==> src/rtl/nand_read_unit_pkg.sv <==
// Shared ONFI controller definitions: timing constants in clk cycles,
// read-engine state encoding and the bus-width helper.
package nand_read_unit_pkg;

    // Write-side timing used by the command/address latch unit
    localparam int t_wp   = 2;
    localparam int t_wh   = 2;
    localparam int t_clh  = 1;

    // Read-side timing; t_rp must cover t_rea because data is sampled at the end of RE# low
    localparam int t_rp   = 2;
    localparam int t_reh  = 2;
    localparam int t_rea  = 2;
    localparam int t_rhoh = 0;

    typedef enum logic [1:0] {
        ST_IDLE  = 2'd0,
        ST_LOW   = 2'd1,
        ST_HIGH  = 2'd2,
        ST_STALL = 2'd3
    } rd_state_t;

    // x8 devices only drive IO[7:0]; the upper byte is undefined and forced to zero
    function automatic logic [15:0] bus_word(input logic x16, input logic [15:0] d);
        return x16 ? d : {8'h00, d[7:0]};
    endfunction

endpackage

==> src/rtl/nand_delay_counter.sv <==
// Loadable down-counter; expired flags the final cycle of a loaded interval.
module nand_delay_counter #(
    parameter int W = 16
) (
    input  logic         clk,
    input  logic         reset,
    input  logic         load,
    input  logic [W-1:0] load_val,
    output logic         expired
);

    logic [W-1:0] cnt;

    // Load wins; otherwise count down and park at zero
    always_ff @(posedge clk) begin
        if (reset)
            cnt <= '0;
        else if (load)
            cnt <= load_val;
        else if (cnt != '0)
            cnt <= cnt - W'(1);
    end

    assign expired = (cnt == W'(1));

endmodule

==> src/rtl/nand_read_unit.sv <==
// ONFI data-out engine: drives RE# pulses, samples the I/O bus at the end of
// each low phase and offers each word on a single-entry valid/ready slot.
module nand_read_unit
    import nand_read_unit_pkg::*;
#(
    parameter int T_RP  = t_rp,
    parameter int T_REH = t_reh
) (
    input  logic        clk,
    input  logic        reset,
    input  logic        activate,
    input  logic [15:0] count,
    input  logic        bus_x16,
    input  logic [15:0] nand_data_in,
    output logic        read_enable,
    output logic [15:0] data_out,
    output logic        data_valid,
    input  logic        data_ready,
    output logic        busy,
    output logic        done
);

    rd_state_t   state;
    logic [15:0] remaining;
    logic        x16_q;
    logic        dly_load;
    logic [15:0] dly_val;
    logic        dly_expired;
    logic        slot_free;
    logic        phase_end;

    // Slot may be refilled when empty or being drained this cycle
    assign slot_free = !data_valid || data_ready;
    // End of RE# high time, or any cycle spent waiting in STALL
    assign phase_end = (state == ST_HIGH && dly_expired) || (state == ST_STALL);

    // Reload the delay counter on every entry into LOW or HIGH
    always_comb begin
        dly_load = 1'b0;
        dly_val  = 16'(T_RP);
        case (state)
            ST_IDLE:  dly_load = activate && (count != 16'd0);
            ST_LOW: begin
                dly_load = dly_expired;
                dly_val  = 16'(T_REH);
            end
            ST_HIGH:  dly_load = dly_expired && (remaining != 16'd0) && slot_free;
            ST_STALL: dly_load = (remaining != 16'd0) && slot_free;
            default:  dly_load = 1'b0;
        endcase
    end

    nand_delay_counter #(.W(16)) u_delay (
        .clk      (clk),
        .reset    (reset),
        .load     (dly_load),
        .load_val (dly_val),
        .expired  (dly_expired)
    );

    // Burst sequencer with registered RE#, slot and status outputs
    always_ff @(posedge clk) begin
        if (reset) begin
            state       <= ST_IDLE;
            remaining   <= 16'd0;
            x16_q       <= 1'b0;
            read_enable <= 1'b1;
            data_out    <= 16'd0;
            data_valid  <= 1'b0;
            busy        <= 1'b0;
            done        <= 1'b0;
        end else begin
            done <= 1'b0;
            if (data_valid && data_ready)
                data_valid <= 1'b0;

            case (state)
                ST_IDLE: begin
                    read_enable <= 1'b1;
                    busy        <= 1'b0;
                    if (activate) begin
                        if (count != 16'd0) begin
                            remaining   <= count;
                            x16_q       <= bus_x16;
                            read_enable <= 1'b0;
                            busy        <= 1'b1;
                            state       <= ST_LOW;
                        end else begin
                            done <= 1'b1;
                        end
                    end
                end
                ST_LOW: begin
                    // Sample coincides with RE# rising; slot is always empty here
                    if (dly_expired) begin
                        data_out    <= bus_word(x16_q, nand_data_in);
                        data_valid  <= 1'b1;
                        read_enable <= 1'b1;
                        remaining   <= remaining - 16'd1;
                        state       <= ST_HIGH;
                    end
                end
                ST_HIGH, ST_STALL: begin
                    read_enable <= 1'b1;
                    if (phase_end) begin
                        if (!slot_free) begin
                            state <= ST_STALL;
                        end else if (remaining == 16'd0) begin
                            busy  <= 1'b0;
                            done  <= 1'b1;
                            state <= ST_IDLE;
                        end else begin
                            read_enable <= 1'b0;
                            state       <= ST_LOW;
                        end
                    end
                end
                default: state <= ST_IDLE;
            endcase
        end
    end

endmodule
==> config.mk <==
export PLATFORM = sky130hd
export DESIGN_NAME = nand_read_unit
export DESIGN_NICKNAME = d
export VERILOG_FILES = /design/src/rtl/nand_read_unit_pkg.sv /design/src/rtl/nand_delay_counter.sv /design/src/rtl/nand_read_unit.sv
export SDC_FILE = /design/constraint.sdc
export NUM_CORES = 1
export LEC_CHECK = 0
export ABC_AREA = 1
export BUFFER_PORTS_ARGS = -buffer_cell sky130_fd_sc_hd__buf_2
export CORE_MARGIN = 5
export CORE_UTILIZATION = 25
export CTS_BUF_LIST = sky130_fd_sc_hd__clkbuf_16
export CTS_CLUSTER_DIAMETER = 200
export DETAILED_ROUTE_END_ITERATION = 8
export SYNTH_ARGS = -nofsm -noshare
export SYNTH_HDL_FRONTEND = slang
export SYNTH_SLANG_ARGS = --single-unit
==> constraint.sdc <==
create_clock -name clk -period 3.6 [get_ports clk]
set_input_delay 0.18 -clock clk [delete_from_list [all_inputs] [get_ports clk]]
set_output_delay 0.18 -clock clk [all_outputs]
set_load 0.01 [all_outputs]
Yosys cells after proc, flatten, opt, wreduce, memory -nomap -nowiden
Index checks and enable logic that the tools add are counted.

operators by class
  $add $sub $neg = 2
  reduce and logical (&&, ||, !) cells = 24
  eq/ne operators = 10
  multiplexer cells = 35

operators with widths
  cell                                                  number
  2-to-1 mux 16 bit                                     4
  nonzero test 16 bit                                   3
  case mux 16 bit (2 select lines)                      1
  subtractor 16 x 1 -> 16 bit, second input constant    2
  2-to-1 mux 1 bit                                      18
  equality test 16 x 1 -> 1 bit, second input constant  1
  logical NOT 16 bit                                    1
  2-to-1 mux 2 bit                                      7
  inequality test 2 bit, second input constant          6
  AND reduction 4 bit                                   3
  logical AND 1 bit                                     6
  case mux 2 bit (3 select lines)                       1
  nonzero test 2 bit                                    3
  equality test 2 bit, second input constant            2
  case mux 1 bit (2 select lines)                       2
  case mux 1 bit (4 select lines)                       1
  OR reduction 2 bit                                    2
  case mux 1 bit (3 select lines)                       1
  AND reduction 3 bit                                   1
  equality test 2 x 1 -> 1 bit, second input constant   1
  logical NOT 2 bit                                     1
  logical OR 1 bit                                      2
  AND reduction 2 bit                                   1
  logical NOT 1 bit                                     1

word-level totals
  flip-flop bits (word level) = 55
  output and inout bits = 20

Longest topological paths before layout
Gate-level depths: netlist of the first run.

  depth after elaboration = 5
  gate-level depth with buffers = 11

Hierarchy
Synthesis of the first run repeated with hierarchy kept, for this count alone.

unflattened totals
  cell total of the unflattened synthesis = 515
  area total of the unflattened synthesis = 3266.9 um^2

by module, submodules not included
  module              seq. area each (um^2)  area an instance (um^2)  times used  cells an instance
  nand_read_unit      780.7                  2124.5                   1           336
  nand_delay_counter  320.3                  1142.3                   1           179

Least setup slack after synthesis of the first run
Ideal clock, no wire load.

  kind = flip-flop to flip-flop
  start point = register remaining[0]
  end point = register u_delay.cnt[7]
  stages on the path, launching flop included = 12
  arrival time = 1.422 ns
  path slack = 2.117 ns
  clock period less this slack = 1.483 ns
  buffers on the path = 1
  path through = dfxtp_1 -> inv_1 -> ha_1 -> inv_1 -> nor2_1 -> nand3_1 -> nor2_2 -> nand2_2 -> nand4_4 -> nand3_4 -> buf_8 -> nor2_2

on the way
  word-level cells in the longest chain between the ends = 5

RTL lines
  item                                   line                                        source
  start, declared                        nand_read_unit.sv:24                        logic [15:0] remaining;
  start signal, assigned                 nand_read_unit.sv:83                        remaining <= count;
  start signal, assigned                 nand_read_unit.sv:99                        remaining <= remaining - 16'd1;
  nonzero test 16 bit *                  nand_read_unit.sv:47, nand_read_unit.sv:48
  logical AND 1 bit (2 in series)        nand_read_unit.sv:47                        ST_HIGH: dly_load = dly_expired && (remaining != 16'd0) && slot_free;
  case mux 1 bit (4 select lines) *      nand_read_unit.sv:41                        case (state)
  OR reduction 2 bit (no source line) *  n/a
  end signal, assigned                   nand_delay_counter.sv:19                    cnt <= load_val;
  end signal, assigned                   nand_delay_counter.sv:21                    cnt <= cnt - W'(1);
  end, declared                          nand_delay_counter.sv:12                    logic [W-1:0] cnt;

Every way passes the cells marked *; elsewhere a longest branch is shown, timed or not.
A chain may end at the register's enable or synchronous reset.

Worst setup path in the final report of the first run
  start point = register state[1]
  end point = register u_delay.cnt[9]

on the way
  word-level cells in the longest chain between the ends = 3

RTL lines
  item                                         line                   source
  start, declared                              nand_read_unit.sv:23   rd_state_t state;
  start signal, assigned                       nand_read_unit.sv:64   state <= ST_IDLE;
  start signal, assigned                       nand_read_unit.sv:87   state <= ST_LOW;
  start signal, assigned                       nand_read_unit.sv:100  state <= ST_HIGH;
  equality test 2 bit (tied with other cells)  nand_read_unit.sv:41
  case mux 1 bit (4 select lines) *            nand_read_unit.sv:41
  OR reduction 2 bit (no source line) *        n/a

Marked as above.

==> results of run 1 <==
==> per-layer routing <==
metal,GRT usage (%),vias to the layer above,part of all wire [%]
met2,19.2,65,49
met3,2.99,8,4.4
li1,-,1528,-
met1,13.3,1306,45
met4,3.75,0,1.5
met5,0,-,0
==> cells by family after synthesis <==
| logic type | after synthesis | share of synthesized area [%] |
|---|---|---|
| mux | 2 | 0.658 |
| compound gates | 61 | 10.2 |
| xor+xnor | 15 | 4.32 |
| flops | 55 | 36.2 |
| simple gates | 260 | 38.8 |
| fa+ha+maj | 4 | 1.65 |
| buf+inv | 53 | 8.14 |
==> state kept, by name (all words and copies together) (netlist names) <==
signal       cells
read_enable      1
u_delay.cnt     16
x16_q            1
data_out        16
state            2
busy             1
done             1
remaining       16
data_valid       1
==> power by group through the flow <==
stage / Clock, mW / Sequential [mW] / Combinational, mW
after floorplan: 0 / 0.831 / 1.14
after global placement: 0 / 0.857 / 1.32
after detailed placement: 0 / 0.859 / 1.33
after CTS: 0.528 / 0.847 / 1.34
after global routing: 0.549 / 0.867 / 1.54
final: 0.513 / 0.848 / 1.34
==> cell usage in the layout, fill, tap and decap left out, types with 3 or more instances in the layout <==
master | netlist | routed
sky130_fd_sc_hd__a21oi_1 | 40 | 40
sky130_fd_sc_hd__buf_2 | 3 | 56
sky130_fd_sc_hd__clkbuf_16 | 0 | 5
sky130_fd_sc_hd__dfxtp_1 | 55 | 55
sky130_fd_sc_hd__ha_1 | 4 | 4
sky130_fd_sc_hd__inv_1 | 35 | 35
sky130_fd_sc_hd__nand2_1 | 114 | 114
sky130_fd_sc_hd__nand2_2 | 4 | 4
sky130_fd_sc_hd__nand3_1 | 45 | 45
sky130_fd_sc_hd__nor2_1 | 65 | 65
sky130_fd_sc_hd__nor2_2 | 15 | 15
sky130_fd_sc_hd__nor2_4 | 4 | 4
sky130_fd_sc_hd__nor3_1 | 3 | 3
sky130_fd_sc_hd__o21ai_0 | 17 | 17
sky130_fd_sc_hd__or2_2 | 6 | 6
sky130_fd_sc_hd__xnor2_1 | 6 | 6
sky130_fd_sc_hd__xor2_1 | 9 | 9
==> worst reg2reg max path: cells and delay by family, from the launching register on <==
family                 cells  cell delay [ns]
and+or+nand+nor            5             1.49
DFF                        1             0.43
buffers and inverters      1             0.17
==> layout make-up <==
cell class                      count  area [um^2]  share of cell area [%]
Sequential cell                    55         1100                    31.0
Timing Repair Buffer               56          280                    7.90
Clock inverter                      3         27.5                   0.775
Inverter                           37          139                    3.91
Multi-Input combinational cell    342         1690                    47.7
Tap cell                          147          184                    5.18
Clock buffer                        5          125                    3.52
==> through the flow <==
step	utilization (%)	setup slack, ns
6_report	29.7	1.39
5_1_grt	29.7	1.17
4_1_cts	29.7	1.37
3_5_place_dp	28.4	1.39
3_3_place_gp	28.4	1.46
2_1_floorplan	-	2.12
==> worst max-delay path by stage <==
stage                     cells past startpoint          from  slack [ns]             end
after floorplan                              11  remaining[0]        2.12  u_delay.cnt[7]
after global placement                        6      state[1]        1.46  u_delay.cnt[9]
after detailed placement                      6      state[1]        1.39  u_delay.cnt[9]
after CTS                                     6      state[1]        1.37  u_delay.cnt[9]
after global routing                          6      state[1]        1.17  u_delay.cnt[0]
final                                         6      state[1]        1.39  u_delay.cnt[9]
==> results.json, run 1 <==
{
  "most_frequent_cell_on_the_critical_path": "sky130_fd_sc_hd__nand3_4",
  "finalWeightedCongestion": 0.899,
  "clk_root_buffer_cell": "sky130_fd_sc_hd__clkbuf_16",
  "synth_fp_nets": 491,
  "critical_path.reg2reg.endpoint": "u_delay.cnt[9]",
  "ys_ff_latch": 55,
  "timing.critical_path.slowest_cell_delay_ns": 0.52,
  "cp.required_ns": 3.79,
  "grt_setup_unrepaired": "no",
  "ys.warnings.count": 0,
  "comb_power_share_pct": 49.6,
  "timing.fmax_ghz": 0.453,
  "maximum_number_of_pins_on_one_net_before_global_route_repair": 31,
  "min_path_type": "in2reg",
  "final_hold_viols": 0,
  "p_leak_nw": 1.60,
  "timing.max_cap.violations": 0,
  "clock_power_share_pct": 19.0,
  "path_max_fanout": 26,
  "numCtsBuffers": 5,
  "clkSinkCount": 55,
  "portBuffers": 56,
  "hpwlAfterDp_um": 5830,
  "post_route_cells_drive_above_1_share_pct": 19.9,
  "remaining_drc_errors": 0,
  "dp_cells": 637,
  "synth_ff_type": "sky130_fd_sc_hd__dfxtp_1",
  "post_cts.repair.setup_buffers": 0,
  "worstPathBufferInverterCount": 1,
  "dieHeight_um": 120,
  "slew_headroom_pct": 61.2,
  "floorplan.rows": 40,
  "criticalPathCategory": "reg2reg",
  "worst_skew_pair.late_latency_ns": 0.30,
  "syn-cell-area_um2": 3040,
  "hold_path_startpoint": "nand_data_in[5]",
  "critical_path.top_delay_family": "simple AND/OR/NAND/NOR gates",
  "fin_cells": 645,
  "power.switching_mw": 1.22,
  "share_of_flip_flops_with_an_asynchronous_set_or_reset_after_synthesis_pct": 0,
  "synth_top_cells_by_area": "sky130_fd_sc_hd__dfxtp_1, sky130_fd_sc_hd__nand2_1, sky130_fd_sc_hd__nor2_1, sky130_fd_sc_hd__nand3_1, sky130_fd_sc_hd__a21oi_1",
  "nNetsFinal": 538,
  "num_io_pins": 57,
  "first_pass_grt_wire_length_um": 13300,
  "total_power_mw": 2.70,
  "min_path_cells": 3,
  "layout_worst_path_cycle_share_pct": 61.3,
  "period_needed_ns": 2.21,
  "setup_tns_ns": 0,
  "yosys.area.top_type": "sky130_fd_sc_hd__dfxtp_1",
  "placed_area_um2": 3400,
  "diodes": 0,
  "yosysSeqAreaShare_pct": 36.2,
  "clock_tree.buffer_depth": 2,
  "whs_ns": 0.124,
  "status": "completed",
  "critPathLaunchType": "register",
  "htree_num_levels": 2,
  "grt-ovfl-total": 0,
  "seq_power_share_pct": 31.4,
  "yosysTopAreaCellShare_pct": 36.2,
  "nFillCells": 1281,
  "avgViaCountPerCell": 4.51,
  "finalMaxSlewViolations": 0,
  "synthMostInstantiatedCell": "sky130_fd_sc_hd__nand2_1",
  "average_instance_area_after_synthesis_um2": 6.76,
  "slowest_stage": "sky130_fd_sc_hd__nor2_4",
  "intPower_mw": 1.48,
  "detail_route.iter0.violations": 138,
  "cp_cell_sequence": "nor2_4, nand3_4, nand2_4, inv_2, nand3_4, nor2_1",
  "power.density_nw_per_um2": 761,
  "layout.cell_area.non_filler_um2": 3550,
  "synth-edff-count": 0,
  "num_vias": 2907,
  "first_pass_iters": 4,
  "start_util_pct": 25.4,
  "synth_common_cells": "sky130_fd_sc_hd__nand2_1, sky130_fd_sc_hd__nor2_1, sky130_fd_sc_hd__dfxtp_1, sky130_fd_sc_hd__nand3_1, sky130_fd_sc_hd__a21oi_1",
  "grt_util_all_layers_pct": 11.1,
  "tritoncts_clock_tree": "yes",
  "setup_viol_count_final": 0,
  "timing_worst_slew_pin_value_ns": 0.582,
  "post_cts_hold_buffer_count": 0,
  "clk_slew_on_worst_s_h_paths_ns": 0.08,
  "die_area_um2": 14500,
  "terminating_pin_of_the_worst_hold_path": "data_out[5]",
  "area_growth_syn_to_layout_pct": 16.7,
  "ff2ff_setup_slack_ns": 1.39,
  "irDropWorstVdd_uv": 281,
  "core_area_um2": 12000,
  "synth_cells": 450,
  "cp.arrival_ns": 2.40,
  "critical_path.endpoint_type": "register",
  "post_drt_wl_per_cell_um": 11.9,
  "critical_path.reg2reg.startpoint": "state[1]",
  "die-width_um": 120,
  "yosysUniqueCellTypes": 28,
  "finalWirelength_um": 7670,
  "worst_clock_skew_ns": 0.00522,
  "switching_share_pct": 45.1,
  "detail-route-antenna-nets": 0,
  "r2r_cells": 6,
  "first_global_vias": 2942,
  "initial_antenna_violation_count": 0,
  "post_cts_resize_count": 0
}
(Power assumes the default switching activity.)
==> inputs of run 2 (changes only) <==
--- a/config.mk
+++ b/config.mk
@@ -5,7 +5,7 @@
 export SDC_FILE = /design/constraint.sdc
 export NUM_CORES = 1
 export LEC_CHECK = 0
-export ABC_AREA = 1
+export ABC_AREA = 0
 export BUFFER_PORTS_ARGS = -buffer_cell sky130_fd_sc_hd__buf_2
 export CORE_MARGIN = 5
 export CORE_UTILIZATION = 25
==> constraint.sdc (replaced) <==
create_clock -name clk -period 1.95 [get_ports clk]
set_input_delay 0.0975 -clock clk [delete_from_list [all_inputs] [get_ports clk]]
set_output_delay 0.0975 -clock clk [all_outputs]
set_load 0.01 [all_outputs]
==> results.json, run 2 <==
{
  "synthMostInstantiatedCell": "sky130_fd_sc_hd__dfxtp_1",
  "failed_checks": "negative setup slack",
  "reg_top3": "data_out x16, remaining x16, u_delay.cnt x16",
  "status": "finished, violations left",
  "num_vias": 2915,
  "die-width_um": 115,
  "avgViaCountPerCell": 5.06,
  "clkSinkCount": 55,
  "synth_ff_type": "sky130_fd_sc_hd__dfxtp_1",
  "start_util_pct": 25.5,
  "synth_common_cells": "sky130_fd_sc_hd__dfxtp_1, sky130_fd_sc_hd__a21oi_1, sky130_fd_sc_hd__nand2_1, sky130_fd_sc_hd__nor2_1, sky130_fd_sc_hd__clkbuf_1",
  "synth-edff-count": 0,
  "clk_root_buffer_cell": "sky130_fd_sc_hd__clkbuf_16",
  "finalWeightedCongestion": 0.842,
  "slew_headroom_pct": 65.2,
  "detail_route.iter0.violations": 199,
  "hpwlAfterDp_um": 5770,
  "cp_cell_sequence": "inv_2, ha_4, or3b_4, or4_4, nor2_4, o2111ai_4, a21oi_1",
  "finalMaxSlewViolations": 0,
  "initial_antenna_violation_count": 0,
  "critical_path.reg2reg.endpoint": "u_delay.cnt[13]",
  "min_path_cells": 3,
  "seqCellArea_um2": 1110,
  "final_critical_path_setup_slack_ns": -0.104,
  "yosysSeqAreaShare_pct": 39.6,
  "multi_input_area_um2": 1670,
  "period_needed_ns": 2.05,
  "cp.required_ns": 2.18,
  "post_cts_hold_buffer_count": 0,
  "layout_worst_path_cycle_share_pct": 105,
  "grt_util_all_layers_pct": 12.2,
  "htree_num_levels": 2,
  "core_area_um2": 10900,
  "hold_path_startpoint": "nand_data_in[7]",
  "irDropWorstVdd_uv": 571,
  "yosysUniqueCellTypes": 47,
  "wirelength_met1_um": 3990,
  "yosys.area.top_type": "sky130_fd_sc_hd__dfxtp_1",
  "total_power_mw": 5.09,
  "placed_area_um2": 3490,
  "critical_path.endpoint_type": "register",
  "min_path_type": "in2reg",
  "criticalPathCategory": "reg2reg",
  "grt-ovfl-total": 0,
  "layout.cell_area.non_filler_um2": 3850,
  "worst_skew_pair.late_latency_ns": 0.30,
  "remaining_drc_errors": 0,
  "leading_cell_types_in_the_layout_fill_and_taps_excluded": "sky130_fd_sc_hd__buf_2, sky130_fd_sc_hd__dfxtp_1, sky130_fd_sc_hd__nand2_1",
  "first_global_vias": 2779,
  "path_max_fanout": 8,
  "post_route_cells_drive_above_1_share_pct": 32.6,
  "dieHeight_um": 115,
  "nFillCells": 1131,
  "cp.arrival_ns": 2.28,
  "detail-route-antenna-nets": 0,
  "num_io_pins": 57,
  "setup_viol_count_final": 15,
  "tritoncts_clock_tree": "yes",
  "r2r_cells": 7,
  "finalWirelength_um": 8680,
  "p_leak_nw": 1.54,
  "timing.critical_path.slowest_cell_delay_ns": 0.46,
  "timing_worst_slew_pin_value_ns": 0.522,
  "average_instance_area_after_synthesis_um2": 7.98,
  "synth_fp_nets": 389,
  "worst_clock_skew_ns": 0.00869,
  "floorplan.rows": 38,
  "critPathLaunchType": "register",
  "final_hold_viols": 0,
  "first_pass_grt_wire_length_um": 13400,
  "maximum_number_of_pins_on_one_net_before_global_route_repair": 40,
  "diodes": 0,
  "place_ws_ns": -0.126,
  "portBuffers": 56,
  "met3RoutedLength_um": 445,
  "share_of_flip_flops_with_an_asynchronous_set_or_reset_after_synthesis_pct": 0,
  "syn-cell-area_um2": 2780,
  "power.density_nw_per_um2": 1320,
  "synth_cells": 348,
  "clk_slew_on_worst_s_h_paths_ns": 0.08,
  "nNetsFinal": 476,
  "synth_top_cells_by_area": "sky130_fd_sc_hd__dfxtp_1, sky130_fd_sc_hd__a21oi_1, sky130_fd_sc_hd__nand2_1, sky130_fd_sc_hd__nor2_1, sky130_fd_sc_hd__o32ai_1",
  "layout.cells.most_common": "sky130_fd_sc_hd__buf_2",
  "grt_setup_unrepaired": "yes",
  "critical_path.reg2reg.startpoint": "remaining[1]",
  "timing.fmax_ghz": 0.487,
  "area_growth_syn_to_layout_pct": 38.5,
  "timing.max_cap.violations": 0,
  "slowest_stage": "sky130_fd_sc_hd__or4_4",
  "ys.warnings.count": 0,
  "clock_tree.buffer_depth": 2,
  "numCtsBuffers": 5,
  "first_pass_iters": 4,
  "ys_ff_latch": 55,
  "maxUsedRoutingLayer": "met4",
  "dr_wl_met2_um": 4180,
  "yosysTopAreaCellShare_pct": 39.6,
  "die_area_um2": 13300,
  "ff2ff_setup_slack_ns": -0.10,
  "terminating_pin_of_the_worst_hold_path": "data_out[7]",
  "post_drt_wl_per_cell_um": 15.1
}
run 2: cell types whose count changed in the layout (fill, tap and decap cells not counted), moves of 8 or more:
cell                      previous run  this run
sky130_fd_sc_hd__inv_1              35         5
sky130_fd_sc_hd__nor2_1             65        29
sky130_fd_sc_hd__o32ai_1             0        11
sky130_fd_sc_hd__nor4_1              0         8
sky130_fd_sc_hd__buf_4               0        40
sky130_fd_sc_hd__nor2_2             15         3
sky130_fd_sc_hd__nand2_1           114        47
sky130_fd_sc_hd__nor3_1              3        12
sky130_fd_sc_hd__o21ai_0            17         1
sky130_fd_sc_hd__nand3_1            45        13
run 2: final cells by class:
| cell class | count | area share [%] |
|---|---|---|
| Inverter | 7 | 0.683 |
| Multi-Input combinational cell | 263 | 43.4 |
| Tap cell | 140 | 4.55 |
| Sequential cell | 55 | 28.8 |
| Timing Repair Buffer | 103 | 18.8 |
| Clock inverter | 3 | 0.586 |
| Clock buffer | 5 | 3.25 |
run 2: per-layer routing:
metal / up-vias / global-route usage [%]
li1: 1449 / -
met1: 1386 / 17.2
met2: 74 / 19.5
met3: 6 / 2.16
met4: 0 / 2.97
met5: - / 0
run 2: worst max-delay path, delay by kind of cell, from the launching register on:
kind	cells	cell delay (ns)
DFF	1	0.33
and+or+nand+nor	3	1.05
buffers and inverters	1	0.08
AOI/OAI and AO/OA	2	0.40
adders and majority gates	1	0.13
run 2: what timing repair did:
action / CTS / global route
setup buffers: 1 / 3
pin swaps: 1 / 7
setup endpoints to repair: 18 / 54
gates resized for setup: 2 / 24
gates cloned: 1 / 2
run 2: power by group:
group,total [mW],internal (mW),switching (mW)
registers,1.51,1.32,0.191
clock network,0.912,0.482,0.430
logic,2.67,1.30,1.36
total,5.09,3.10,1.98
run 2: stage by stage:
stage / setup TNS [ns] / instances / util [%] / hold WS, ns
global placement: -0.758 / 561 / 32.1 / 0.343
CTS: -1.05 / 571 / 33.7 / 0.0343
global route: -3.57 / 576 / 35.3 / 0.0593
finish: -1.21 / 576 / 35.3 / 0.0381
detailed placement: -1.18 / 561 / 32.1 / 0.350
floorplan: -0.0125 / 348 / - / 0.234
run 2: cell families (layout without fill, tap and decap cells):
family | count (synthesis) | after routing | synth area share (%)
AOI/OAI and AO/OA | 91 | 92 | 21.7
xor gates and xnor gates | 11 | 11 | 3.47
adders and majority gates | 4 | 4 | 1.80
buffers and inverters | 31 | 118 | 4.68
DFF | 55 | 55 | 39.6
muxes | 2 | 2 | 0.766
and+or+nand+nor | 154 | 154 | 27.9
run 2: how the worst max path moves through the flow:
| stage | end | from | cells after the start | slack (ns) |
|---|---|---|---|---|
| after floorplan | u_delay.cnt[3] | remaining[8] | 6 | -0.001 |
| after global placement | u_delay.cnt[8] | remaining[10] | 5 | -0.08 |
| after detailed placement | u_delay.cnt[11] | remaining[10] | 5 | -0.13 |
| after CTS | u_delay.cnt[9] | remaining[10] | 5 | -0.09 |
| after global routing | u_delay.cnt[11] | remaining[1] | 7 | -0.22 |
| final | u_delay.cnt[13] | remaining[1] | 7 | -0.10 |
==> inputs of run 3 (changes only) <==
--- a/config.mk
+++ b/config.mk
@@ -6,7 +6,7 @@
 export NUM_CORES = 1
 export LEC_CHECK = 0
 export ABC_AREA = 0
-export BUFFER_PORTS_ARGS = -buffer_cell sky130_fd_sc_hd__buf_2
+export BUFFER_PORTS_ARGS = -buffer_cell sky130_fd_sc_hd__buf_4
 export CORE_MARGIN = 5
 export CORE_UTILIZATION = 25
 export CTS_BUF_LIST = sky130_fd_sc_hd__clkbuf_16
==> results.json, run 3 (synthesized netlist as in run 2, its figures left out) <==
{
  "maximum_number_of_pins_on_one_net_before_global_route_repair": 40,
  "critPathLaunchType": "register",
  "p_leak_nw": 1.61,
  "clkSinkCount": 55,
  "portBuffers": 56,
  "path_max_fanout": 8,
  "clk_slew_on_worst_s_h_paths_ns": 0.07,
  "criticalPathCategory": "reg2reg",
  "floorplan.rows": 38,
  "critical_path.endpoint_type": "register",
  "met3RoutedLength_um": 594,
  "leading_cell_types_in_the_layout_fill_and_taps_excluded": "sky130_fd_sc_hd__buf_4, sky130_fd_sc_hd__dfxtp_1, sky130_fd_sc_hd__nand2_1",
  "critical_path.reg2reg.startpoint": "remaining[1]",
  "timing.critical_path.slowest_cell_delay_ns": 0.46,
  "nFillCells": 1122,
  "clk_root_buffer_cell": "sky130_fd_sc_hd__clkbuf_16",
  "numCtsBuffers": 5,
  "maxUsedRoutingLayer": "met4",
  "status": "finished, violations left",
  "avgViaCountPerCell": 5.12,
  "hold_path_startpoint": "nand_data_in[5]",
  "setup_tns_ns": -1.90,
  "clock_tree.buffer_depth": 2,
  "timing.max_cap.violations": 0,
  "post_drt_wl_per_cell_um": 15.6,
  "core_area_um2": 10900,
  "nNetsFinal": 482,
  "timing.fmax_ghz": 0.470,
  "min_path_type": "in2reg",
  "grt_setup_unrepaired": "yes",
  "hpwlAfterDp_um": 5950,
  "total_power_mw": 5.43,
  "ff2ff_setup_slack_ns": -0.18,
  "layout_worst_path_cycle_share_pct": 109,
  "dp_cells": 561,
  "final_hold_viols": 0,
  "worst_skew_pair.late_latency_ns": 0.29,
  "first_global_vias": 2811,
  "grt-ovfl-total": 0,
  "grt_util_all_layers_pct": 12.3,
  "die_area_um2": 13300,
  "final_critical_path_setup_slack_ns": -0.179,
  "timing_worst_slew_pin_value_ns": 0.469,
  "period_needed_ns": 2.13,
  "die-width_um": 115,
  "area_growth_syn_to_layout_pct": 49.2,
  "power.density_nw_per_um2": 1310,
  "detail_route.iter0.violations": 167,
  "failed_checks": "negative setup slack",
  "first_pass_grt_wire_length_um": 13500,
  "cp.required_ns": 2.17,
  "layout.core_utilization_pct": 38.1,
  "num_vias": 2981,
  "diodes": 0,
  "setup_viol_count_final": 18,
  "crit_path_start": "remaining[1]",
  "irDropWorstVdd_uv": 508,
  "finalWirelength_um": 9100,
  "min_path_cells": 3,
  "post_cts_hold_buffer_count": 0,
  "critical_path.top_delay_family": "simple AND/OR/NAND/NOR gates",
  "finalWeightedCongestion": 0.859,
  "reg_top3": "data_out x16, remaining x16, u_delay.cnt x16",
  "num_io_pins": 57,
  "r2r_cells": 7,
  "post_route_cells_drive_above_1_share_pct": 37.6,
  "start_util_pct": 25.5,
  "fin_cells": 582,
  "first_pass_iters": 4,
  "worstPathBufferInverterCount": 1,
  "tritoncts_clock_tree": "yes",
  "remaining_drc_errors": 0,
  "dieHeight_um": 115,
  "dr_wl_met2_um": 4510,
  "htree_num_levels": 2,
  "initial_antenna_violation_count": 0,
  "critical_path.reg2reg.endpoint": "u_delay.cnt[8]",
  "slowest_stage": "sky130_fd_sc_hd__or4_4",
  "slew_headroom_pct": 68.7,
  "worst_clock_skew_ns": 0.00702,
  "cp_cell_sequence": "inv_2, ha_4, or3b_4, or4_4, nor2_4, o2111ai_4, a21oi_1",
  "detail-route-antenna-nets": 0,
  "terminating_pin_of_the_worst_hold_path": "data_out[5]",
  "wirelength_met1_um": 3890,
  "layout.cells.most_common": "sky130_fd_sc_hd__buf_4",
  "finalMaxSlewViolations": 0,
  "cp.arrival_ns": 2.35
}
-- run 3: worst min-delay path: stages --
cell	delay [ns]
sky130_fd_sc_hd__buf_4	0.11
sky130_fd_sc_hd__nand2_1	0.05
sky130_fd_sc_hd__a21oi_1	0.05
-- run 3: timing repair --
action / in CTS / in global routing
cloned: 1 / 1
endpoints found under the setup margin: 16 / 49
gates resized for setup: 4 / 45
buffers inserted: 5 / 6
pin swaps: 3 / 16
-- run 3: worst max-delay path by stage --
stage,to,cells past startpoint
6_report,u_delay.cnt[8],7
5_1_grt,u_delay.cnt[8],7
4_1_cts,u_delay.cnt[0],5
3_5_place_dp,u_delay.cnt[2],5
3_3_place_gp,u_delay.cnt[8],5
2_1_floorplan,u_delay.cnt[3],6
-- run 3: area by class of cell --
class / count / area, um^2 / area share, %
clock inverter: 3 / 42.5 / 1.03
inverter: 7 / 26.3 / 0.634
tap: 140 / 175 / 4.23
sequential: 55 / 1110 / 26.8
timing repair buffer: 109 / 885 / 21.3
clock buffer: 5 / 125 / 3.02
multi-input combinational: 263 / 1780 / 43.0
-- run 3: stage by stage --
| stage | worst slack (ns) | hold slack [ns] | area [um^2] |
|---|---|---|---|
| finish | -0.179 | 0.0506 | 4140 |
| global route | -0.246 | 0.0561 | 4140 |
| CTS | -0.101 | 0.0463 | 3840 |
| detailed placement | -0.139 | 0.358 | 3610 |
| global placement | -0.0851 | 0.356 | 3610 |
| floorplan | -0.00130 | 0.234 | 2800 |
-- run 3: power by group --
group | internal, mW | switching (mW) | total (mW) | leakage (nW)
registers | 1.32 | 0.192 | 1.51 | 0.451
clock network | 0.607 | 0.421 | 1.03 | 0.0856
logic | 1.42 | 1.48 | 2.89 | 1.07
total | 3.34 | 2.09 | 5.43 | 1.61
-- run 3: per-layer routing --
| layer | vias to the layer above | GRT usage [%] |
|---|---|---|
| li1 | 1456 | - |
| met1 | 1423 | 16.7 |
| met2 | 87 | 20.8 |
| met3 | 15 | 2.16 |
| met4 | 0 | 1.80 |
| met5 | - | 0 |
